<file path="config.mk">
export PLATFORM = sky130hd
export DESIGN_NAME = pc_sequencer_flat
export DESIGN_NICKNAME = d
export VERILOG_FILES = /design/src/rtl/pc_sequencer_if.sv /design/src/rtl/pc_sequencer.sv /design/src/flat_wrapper.sv
export SDC_FILE = /design/constraint.sdc
export NUM_CORES = 1
export LEC_CHECK = 0
export ABC_AREA = 0
export BUFFER_PORTS_ARGS = -buffer_cell sky130_fd_sc_hd__buf_2
export CAP_MARGIN = 20
export CORE_MARGIN = 8
export CORE_UTILIZATION = 43
export CTS_BUF_LIST = sky130_fd_sc_hd__clkbuf_16
export CTS_CLUSTER_DIAMETER = 80
export DETAILED_ROUTE_END_ITERATION = 8
export HOLD_SLACK_MARGIN = 0.03
export PLACE_DENSITY = 0.84
export SETUP_SLACK_MARGIN = 0.5
export SLEW_MARGIN = 30
export SYNTH_ARGS = -nofsm -noshare
export SYNTH_HDL_FRONTEND = slang
export SYNTH_SLANG_ARGS = --single-unit
</file>
<file path="constraint.sdc">
create_clock -name clk -period 1.65 [get_ports clk]
set_input_delay 0.2475 -clock clk [delete_from_list [all_inputs] [get_ports clk]]
set_output_delay 0.2475 -clock clk [all_outputs]
set_load 0.05 [all_outputs]
</file>
<file path="src/rtl/pc_sequencer_if.sv">
// Control/address bundle between the decoder/front-end and the program-address sequencer.
// master drives the controls; slave is the sequencer that returns address and status.
interface pc_sequencer_if #(
    parameter int unsigned ADDR_W = 5
);
    logic              run_en;
    logic              step_req;
    logic              step_ack;
    logic              jmp_en;
    logic [1:0]        jmp_cond;
    logic [ADDR_W-1:0] jmp_addr;
    logic              cy_in;
    logic              zero_in;
    logic              halt_in;
    logic [ADDR_W-1:0] addr;
    logic              fetch_valid;
    logic              halted;
    logic              wrapped;
    logic              bad_jmp;

    modport master (
        output run_en, step_req, jmp_en, jmp_cond, jmp_addr, cy_in, zero_in, halt_in,
        input  step_ack, addr, fetch_valid, halted, wrapped, bad_jmp
    );

    modport slave (
        input  run_en, step_req, jmp_en, jmp_cond, jmp_addr, cy_in, zero_in, halt_in,
        output step_ack, addr, fetch_valid, halted, wrapped, bad_jmp
    );
endinterface

</file>
<file path="src/rtl/pc_sequencer.sv">
// Program-address generator: free-run, single-step, conditional jump and halt,
// producing a registered fetch address every clock.
module pc_sequencer #(
    parameter int unsigned ADDR_W     = 5,
    parameter int unsigned PROG_LEN   = 13,
    parameter int unsigned RESET_ADDR = 0
) (
    input  logic           clk,
    input  logic           rst,
    pc_sequencer_if.slave  bus
);

    if (PROG_LEN < 1 || PROG_LEN > (1 << ADDR_W)) begin : g_len_check
        $error("pc_sequencer: PROG_LEN must be in 1..2**ADDR_W");
    end
    if (RESET_ADDR >= PROG_LEN) begin : g_rst_check
        $error("pc_sequencer: RESET_ADDR must be below PROG_LEN");
    end

    localparam logic [ADDR_W-1:0] RST_A  = ADDR_W'(RESET_ADDR);
    localparam logic [ADDR_W-1:0] LAST_A = ADDR_W'(PROG_LEN - 1);
    localparam logic [ADDR_W:0]   LEN_X  = (ADDR_W + 1)'(PROG_LEN);

    typedef enum logic [1:0] {
        ST_IDLE   = 2'd0,
        ST_RUN    = 2'd1,
        ST_HALTED = 2'd2
    } state_t;

    state_t            state_q, state_d;
    logic [ADDR_W-1:0] addr_q, addr_d;
    logic              step_prev_q, step_prev_d;
    logic              step_ack_q, step_ack_d;
    logic              fetch_valid_q, fetch_valid_d;
    logic              halted_q, halted_d;
    logic              wrapped_q, wrapped_d;
    logic              bad_jmp_q, bad_jmp_d;

    logic              cond_ok;
    logic              taken;
    logic [ADDR_W-1:0] na;
    logic              na_bad;
    logic              na_wrap;
    logic              step_edge;
    logic              advance;

    // Next-address function; flags are only committed when the address actually advances.
    always_comb begin
        cond_ok = 1'b0;
        na      = addr_q + ADDR_W'(1);
        na_bad  = 1'b0;
        na_wrap = 1'b0;
        case (bus.jmp_cond)
            2'b00:   cond_ok = 1'b1;
            2'b01:   cond_ok = bus.cy_in;
            2'b10:   cond_ok = ~bus.cy_in;
            default: cond_ok = bus.zero_in;
        endcase
        taken = bus.jmp_en & cond_ok;
        if (taken) begin
            if ({1'b0, bus.jmp_addr} < LEN_X) begin
                na = bus.jmp_addr;
            end else begin
                na     = RST_A;
                na_bad = 1'b1;
            end
        end else if (addr_q == LAST_A) begin
            na      = RST_A;
            na_wrap = 1'b1;
        end
    end

    assign step_edge = bus.step_req & ~step_prev_q;

    always_comb begin
        state_d       = state_q;
        addr_d        = addr_q;
        step_ack_d    = 1'b0;
        fetch_valid_d = 1'b0;
        halted_d      = halted_q;
        wrapped_d     = wrapped_q;
        bad_jmp_d     = bad_jmp_q;
        // Edge detector tracks every cycle so edges seen in RUN or HALTED are never queued.
        step_prev_d   = bus.step_req;
        advance       = 1'b0;

        case (state_q)
            ST_IDLE: begin
                if (bus.run_en) begin
                    state_d       = ST_RUN;
                    fetch_valid_d = 1'b1;
                end else if (step_edge) begin
                    step_ack_d = 1'b1;
                    if (bus.halt_in) begin
                        state_d  = ST_HALTED;
                        halted_d = 1'b1;
                    end else begin
                        advance       = 1'b1;
                        fetch_valid_d = 1'b1;
                    end
                end
            end
            ST_RUN: begin
                if (bus.halt_in) begin
                    state_d  = ST_HALTED;
                    halted_d = 1'b1;
                end else if (!bus.run_en) begin
                    state_d = ST_IDLE;
                end else begin
                    advance       = 1'b1;
                    fetch_valid_d = 1'b1;
                end
            end
            ST_HALTED: begin
                halted_d = 1'b1;
            end
            default: begin
                state_d = ST_IDLE;
            end
        endcase

        if (advance) begin
            addr_d    = na;
            wrapped_d = wrapped_q | na_wrap;
            bad_jmp_d = bad_jmp_q | na_bad;
        end
    end

    always_ff @(posedge clk or posedge rst) begin
        if (rst) begin
            state_q       <= ST_IDLE;
            addr_q        <= RST_A;
            step_prev_q   <= 1'b0;
            step_ack_q    <= 1'b0;
            fetch_valid_q <= 1'b0;
            halted_q      <= 1'b0;
            wrapped_q     <= 1'b0;
            bad_jmp_q     <= 1'b0;
        end else begin
            state_q       <= state_d;
            addr_q        <= addr_d;
            step_prev_q   <= step_prev_d;
            step_ack_q    <= step_ack_d;
            fetch_valid_q <= fetch_valid_d;
            halted_q      <= halted_d;
            wrapped_q     <= wrapped_d;
            bad_jmp_q     <= bad_jmp_d;
        end
    end

    assign bus.addr        = addr_q;
    assign bus.step_ack    = step_ack_q;
    assign bus.fetch_valid = fetch_valid_q;
    assign bus.halted      = halted_q;
    assign bus.wrapped     = wrapped_q;
    assign bus.bad_jmp     = bad_jmp_q;

endmodule
</file>
<file path="src/flat_wrapper.sv">
// flat-port wrapper written by rule: the top's interface ports become plain ports
module pc_sequencer_flat 
#(
    parameter int unsigned ADDR_W     = 5,
    parameter int unsigned PROG_LEN   = 13,
    parameter int unsigned RESET_ADDR = 0
)
  (clk, rst, bus_run_en, bus_step_req, bus_jmp_en, bus_jmp_cond, bus_jmp_addr, bus_cy_in, bus_zero_in, bus_halt_in, bus_step_ack, bus_addr, bus_fetch_valid, bus_halted, bus_wrapped, bus_bad_jmp);
  pc_sequencer_if #(.ADDR_W(ADDR_W)) bus_i ();
  input  logic clk;
  input  logic rst;
  input wire logic [$bits(bus_i.run_en)-1:0] bus_run_en;
  input wire logic [$bits(bus_i.step_req)-1:0] bus_step_req;
  input wire logic [$bits(bus_i.jmp_en)-1:0] bus_jmp_en;
  input wire logic [$bits(bus_i.jmp_cond)-1:0] bus_jmp_cond;
  input wire logic [$bits(bus_i.jmp_addr)-1:0] bus_jmp_addr;
  input wire logic [$bits(bus_i.cy_in)-1:0] bus_cy_in;
  input wire logic [$bits(bus_i.zero_in)-1:0] bus_zero_in;
  input wire logic [$bits(bus_i.halt_in)-1:0] bus_halt_in;
  output wire logic [$bits(bus_i.step_ack)-1:0] bus_step_ack;
  output wire logic [$bits(bus_i.addr)-1:0] bus_addr;
  output wire logic [$bits(bus_i.fetch_valid)-1:0] bus_fetch_valid;
  output wire logic [$bits(bus_i.halted)-1:0] bus_halted;
  output wire logic [$bits(bus_i.wrapped)-1:0] bus_wrapped;
  output wire logic [$bits(bus_i.bad_jmp)-1:0] bus_bad_jmp;
  assign bus_i.run_en = bus_run_en;
  assign bus_i.step_req = bus_step_req;
  assign bus_i.jmp_en = bus_jmp_en;
  assign bus_i.jmp_cond = bus_jmp_cond;
  assign bus_i.jmp_addr = bus_jmp_addr;
  assign bus_i.cy_in = bus_cy_in;
  assign bus_i.zero_in = bus_zero_in;
  assign bus_i.halt_in = bus_halt_in;
  assign bus_step_ack = bus_i.step_ack;
  assign bus_addr = bus_i.addr;
  assign bus_fetch_valid = bus_i.fetch_valid;
  assign bus_halted = bus_i.halted;
  assign bus_wrapped = bus_i.wrapped;
  assign bus_bad_jmp = bus_i.bad_jmp;
  pc_sequencer #(.ADDR_W(ADDR_W), .PROG_LEN(PROG_LEN), .RESET_ADDR(RESET_ADDR)) u_core (.clk(clk), .rst(rst), .bus(bus_i));
endmodule
</file>
==> results of run 1 <==
[cells in the final DEF (no fill, tap or decap), types with 3 or more instances in the layout]
master and count:
buf_2 19, inv_1 7, dfrtp_1 11, buf_6 5, buf_4 9, clkbuf_16 3
a31o_2 3, mux2i_1 4, o21ai_2 3, nand2_1 4
[kinds of logic after synthesis]
family / synth area share
flops: 0.449
compound gates: 0.218
fa+ha+maj: 0.0345
mux: 0.0553
buf+inv: 0.0466
simple gates: 0.197
[worst max-delay path by stage]
stage / slack, ns / from / to
after global placement: 0.01 / bus_run_en / u_core.bus.addr[1]
after floorplan: 0.01 / u_core.state_q[0] / u_core.bus.addr[2]
after global routing: -0.07 / u_core.step_prev_q / u_core.bus.addr[1]
after detailed placement: -0.001 / bus_run_en / u_core.bus.addr[3]
final: 0.002 / u_core.step_prev_q / u_core.bus.addr[3]
after CTS: 0.008 / u_core.step_prev_q / u_core.bus.addr[3]
[routing by layer]
layer / GRT usage / wire [um] / up-vias
li1: - / - / 341
met1: 0.146 / 825 / 351
met2: 0.184 / 1050 / 21
met3: 0.0510 / 103 / 6
met4: 0.0738 / 61 / 0
met5: 0 / 0 / -
[worst max-delay path: cells and delay by family, from the launching register on]
family                 cells  cell delay (ns)
AOI/OAI and AO/OA          3             0.48
buffers and inverters      1             0.18
DFF                        1             0.37
and+or+nand+nor            1             0.52
[synthesized netlist by cell type, types with 2 or more instances]
cell	n
nand3_1	2
nor3b_1	3
ha_1	2
o31ai_1	2
nor3_1	2
dfrtp_1	13
nand3b_1	2
nand4b_1	2
nor2_1	2
mux2i_1	4
inv_1	6
nand2_1	4
o21ai_0	5
a31o_2	3
[area by class of cell]
| class | instances | area share |
|---|---|---|
| Timing Repair Buffer | 35 | 0.223 |
| Multi-Input combinational cell | 50 | 0.364 |
| Inverter | 6 | 0.0206 |
| Sequential cell | 13 | 0.300 |
| Clock buffer | 3 | 0.0687 |
| Clock inverter | 1 | 0.00344 |
| Tap cell | 17 | 0.0195 |
[timing repair]
item | 4_1_cts | 5_1_grt
endpoints found under the hold margin | 6 | 0
hold buffers | 1 | 0
cloned | 0 | 0
resized for setup | 14 | 10
setup endpoints to repair | 13 | 12
buffers inserted | 2 | 2
pin swaps | 0 | 1
[power groups by stage]
stage	Combinational, mW	Sequential (mW)	Clock, mW
after floorplan	0.230	0.814	0
after global placement	0.720	0.521	0
after detailed placement	0.734	0.526	0
after CTS	0.843	0.528	0.457
after global routing	0.929	0.552	0.482
final	0.881	0.538	0.452
[registers in the layout (all words and copies together) (netlist names)]
register	flops
u_core.bus.addr	5
u_core.state_q	2
u_core.bus.bad_jmp	1
u_core.bus.fetch_valid	1
u_core.bus.halted	1
u_core.bus.step_ack	1
u_core.bus.wrapped	1
u_core.step_prev_q	1
==> results.yml, run 1 <==
hold_path:
  worstHoldPathType: "in -> reg"
  whs_path_depth: 1
  min_to: "u_core.step_prev_q"
  hp-start: "bus_step_req"
synthesis:
  yosys_warnings: 0
  synth_top_area_cell: "dfrtp_1"
  syn-num-nets: 87
  synth-seq-cells: 13
  async_reset_ff_frac: 1.00
  syn_area_sq_um: 724
  synth.area.top_cells: "dfrtp_1, mux2i_1, a31o_2"
  synthFlopType: "dfrtp_1"
  yosysTopAreaCellShare: 0.449
  avgSynthCellArea_sq_um: 10.3
  synth_edf_count: 0
  ys_types: 32
  ys_seq_area_frac: 0.449
  postSynthCellCount: 70
worst_setup_path:
  crit_fanout: 8
  required_ns: 1.78
  regToRegEndpoint: "u_core.bus.addr[3]"
  r2r-start: "u_core.step_prev_q"
  cp-start-kind: "flop"
  crit_chain: "or4b_1 > a211oi_2 > buf_4 > o21ai_1 > a22o_2"
  arrival_ns: 1.78
  critPathCaptureType: "flop"
  crit_path_top_delay_cell: "or4b_1"
  slowest_delay_ns: 0.52
  worstSetupPathType: "reg -> reg"
  worst_r2r_path_depth: 5
  r2r_slack_ns: 0.002
placed_design:
  gp_congestion: 0.817
  dp.cells: 116
  dp_hpwl_um: 1330
  place_worst_setup_slack_ns: -0.00131
  port_buffers: 24
  place_area_sq_um: 902
clock_network:
  htreeDepth: 1
  numCtsBuffers: 3
  cts_tree: "done"
  cts_sinks: 13
  clkSlewWorstSetupHoldPaths_ns: 0.05
  clock_latency_ns: 0.24
  cts-root-buf: "clkbuf_16"
  clock_path_buffers: 2
timing:
  slew_viol_final: 0
  fin_worst_skew_ns: 0.00315
  clock.fmax_mhz: 607
  rsz0062_at_grt: "yes"
  finalCritPeriodShare: 0.999
  setup_violations: 0
  final.setup.tns_ns: 0
  fin_crit_ns: 1.65
  slew_headroom: 0.670
  postLayoutSetupSlackWorst_ns: 0.00229
  hold_slack_ns: 0.156
  tightest_slew_ns: 0.495
  hold_viol_final: 0
floorplanning:
  die_w_um: 57.0
  rows: 15
  num_io_pins: 25
  core_region_area_sq_um: 1650
  start_util: 0.439
  die_h_um: 57.0
  fp.dieArea_sq_um: 3250
flow_run:
  cap_violations: 0
finish:
  drive_gt1_frac: 0.481
  fillers: 114
  multiInputGateArea_sq_um: 398
  syn_to_final_growth_pct: 50.8
  final_core_util: 0.661
  finalNetCount: 126
  design_area_sq_um: 1090
  finalNonFillerCells: 125
  regArea_sq_um: 328
  diodes: 0
detailed_routing:
  vias_per_cell: 5.75
  ant_nets: 0
  wl_per_cell_um: 16.3
  vias: 719
  drt_iter0_markers: 26
  wirelength_um: 2040
  dr.pass1.iters: 5
  drc: 0
grt:
  grt_first_pass_wirelength_um: 3260
  grt_overflow_total: 0
  grt_pass1_vias: 724
  gr-usage-all-layers: 0.124
  grt_max_degree: 14
  antenna_found_initial: 0
power_and_ir_drop:
  ir_drop_mv: 1.15
  p_comb_frac: 0.471
  p_leak_nw: 0.536
  swShare: 0.413
  clkPwrFrac: 0.242
  powerDensity_nw_per_um2: 1710
  p_total_mw: 1.87
  power.switching_uw: 773
  p_seq_frac: 0.287
  p_int_mw: 1.10
run_status:
  run_status: "completed"
No activity file was read; power rests on OpenSTA's default activity.
==> inputs of run 2 (changes only) <==
--- a/config.mk
+++ b/config.mk
@@ -8,7 +8,7 @@
 export ABC_AREA = 0
 export BUFFER_PORTS_ARGS = -buffer_cell sky130_fd_sc_hd__buf_2
 export CAP_MARGIN = 20
-export CORE_MARGIN = 8
+export CORE_MARGIN = 5
 export CORE_UTILIZATION = 43
 export CTS_BUF_LIST = sky130_fd_sc_hd__clkbuf_16
 export CTS_CLUSTER_DIAMETER = 80
==> results.yml, run 2 (synthesis results as in run 1) <==
floorplanning:
  rows: 14
  num_io_pins: 25
  start_util: 0.465
  die_h_um: 51.0
  core_region_area_sq_um: 1560
  fp.dieArea_sq_um: 2610
  die_w_um: 51.0
clock_network:
  numCtsBuffers: 3
  clkSlewWorstSetupHoldPaths_ns: 0.05
  htreeDepth: 1
  clock_latency_ns: 0.24
  cts_tree: "done"
  cts-root-buf: "clkbuf_16"
  clock_path_buffers: 2
  cts_hold_buf: 0
  cts_sinks: 13
detailed_routing:
  dr.pass1.iters: 4
  wl_per_cell_um: 16.3
  vias: 695
  drc: 0
  drt_iter0_markers: 13
  vias_per_cell: 5.70
  wirelength_um: 1990
  ant_nets: 0
placed_design:
  gp_congestion: 0.781
  dp_hpwl_um: 1280
  place_worst_setup_slack_ns: -0.0237
  port_buffers: 24
  place_area_sq_um: 893
worst_setup_path:
  critPathLaunch: "u_core.step_prev_q"
  worstSetupPathType: "reg -> reg"
  crit_fanout: 8
  arrival_ns: 1.87
  critPathCaptureType: "flop"
  cp-start-kind: "flop"
  worst_r2r_path_depth: 5
  required_ns: 1.78
  regToRegEndpoint: "u_core.bus.addr[3]"
  r2r-start: "u_core.step_prev_q"
  r2r_slack_ns: -0.09
power_and_ir_drop:
  p_leak_nw: 0.529
  powerDensity_nw_per_um2: 1670
  ir_drop_mv: 1.13
timing:
  slew_viol_final: 0
  postLayoutSetupSlackWorst_ns: -0.0887
  slew_headroom: 0.681
  fin_crit_ns: 1.74
  rsz0062_at_grt: "yes"
  clock.fmax_mhz: 575
  hold_viol_final: 0
  tightest_slew_ns: 0.479
  finalCritPeriodShare: 1.05
  setup_violations: 7
  fin_worst_skew_ns: 0.00523
finish:
  syn_to_final_growth_pct: 51.5
  multiInputGateArea_sq_um: 418
  regArea_sq_um: 329
  drive_gt1_frac: 0.491
  final_core_util: 0.704
  finalNetCount: 124
  final_common_cell: "buf_2"
  diodes: 0
  fillers: 115
  final_cell_mix: "buf_2, dfrtp_1, inv_1, buf_6, buf_4"
  largest_register_ffs: 5
  design_area_sq_um: 1100
grt:
  grt_first_pass_wirelength_um: 2960
  antenna_found_initial: 0
  grt_overflow_total: 0
  grt_pass1_vias: 665
  grt_max_degree: 14
  gr-usage-all-layers: 0.154
flow_run:
  cap_violations: 0
hold_path:
  worstHoldPathType: "in -> async"
run_status:
  run_status: "finished with violations"
  violations: "setup timing"
-- run 2: repair_timing --
item / in CTS / in global routing
setup endpoints to repair: 13 / 13
gates resized for setup: 17 / 11
buffers inserted: 3 / 1
pin swaps: 0 / 5
cloned: 0 / 0
-- run 2: worst max-delay path by stage --
stage                              end  slack [ns]  cells past startpoint
floorplan           u_core.bus.addr[2]        0.01                      5
global placement    u_core.bus.addr[3]       0.004                      6
detailed placement  u_core.bus.addr[3]       -0.02                      5
CTS                 u_core.bus.addr[3]      -0.002                      5
global route        u_core.bus.addr[1]       -0.15                      6
finish              u_core.bus.addr[3]       -0.09                      5
-- run 2: metrics by stage --
stage | hold slack, ns | cells | power (mW) | setup TNS, ns
2_1_floorplan | 0.124 | 70 | 1.04 | 0
3_3_place_gp | 0.287 | 114 | 1.22 | 0
3_5_place_dp | 0.287 | 114 | 1.24 | -0.0269
4_1_cts | 0.0336 | 121 | 1.77 | -0.00185
5_1_grt | 0.0667 | 122 | 1.92 | -0.743
6_report | 0.0135 | 122 | 1.83 | -0.372
-- run 2: final cells by class --
class | instances | area share
clock buffers | 3 | 0.0684
clock inverters | 1 | 0.00342
inverters | 6 | 0.0205
multi-input cells | 50 | 0.381
flip-flops and latches | 13 | 0.300
well taps | 16 | 0.0182
repair buffers | 33 | 0.209
-- run 2: worst max-delay path, cell delays in order, from the launching register on --
cell	delay, ns
dfrtp_1	0.38
or4b_4	0.52
a211oi_2	0.28
buf_6	0.18
o21ai_1	0.07
a22o_2	0.20
-- run 2: routing by layer --
metal  GRT usage  up-vias  share of wire
met2       0.260       19           0.52
met3      0.0523        2          0.046
met1       0.177      337           0.43
met5           0        -              0
met4      0.0673        0         0.0070
li1            -      337              -
-- run 2: power breakdown --
part | internal (mW) | leakage, nW | total, mW | switching (mW)
combinational | 0.315 | 0.331 | 0.820 | 0.505
sequential | 0.428 | 0.156 | 0.565 | 0.137
clock | 0.319 | 0.0423 | 0.446 | 0.127
total | 1.06 | 0.529 | 1.83 | 0.769
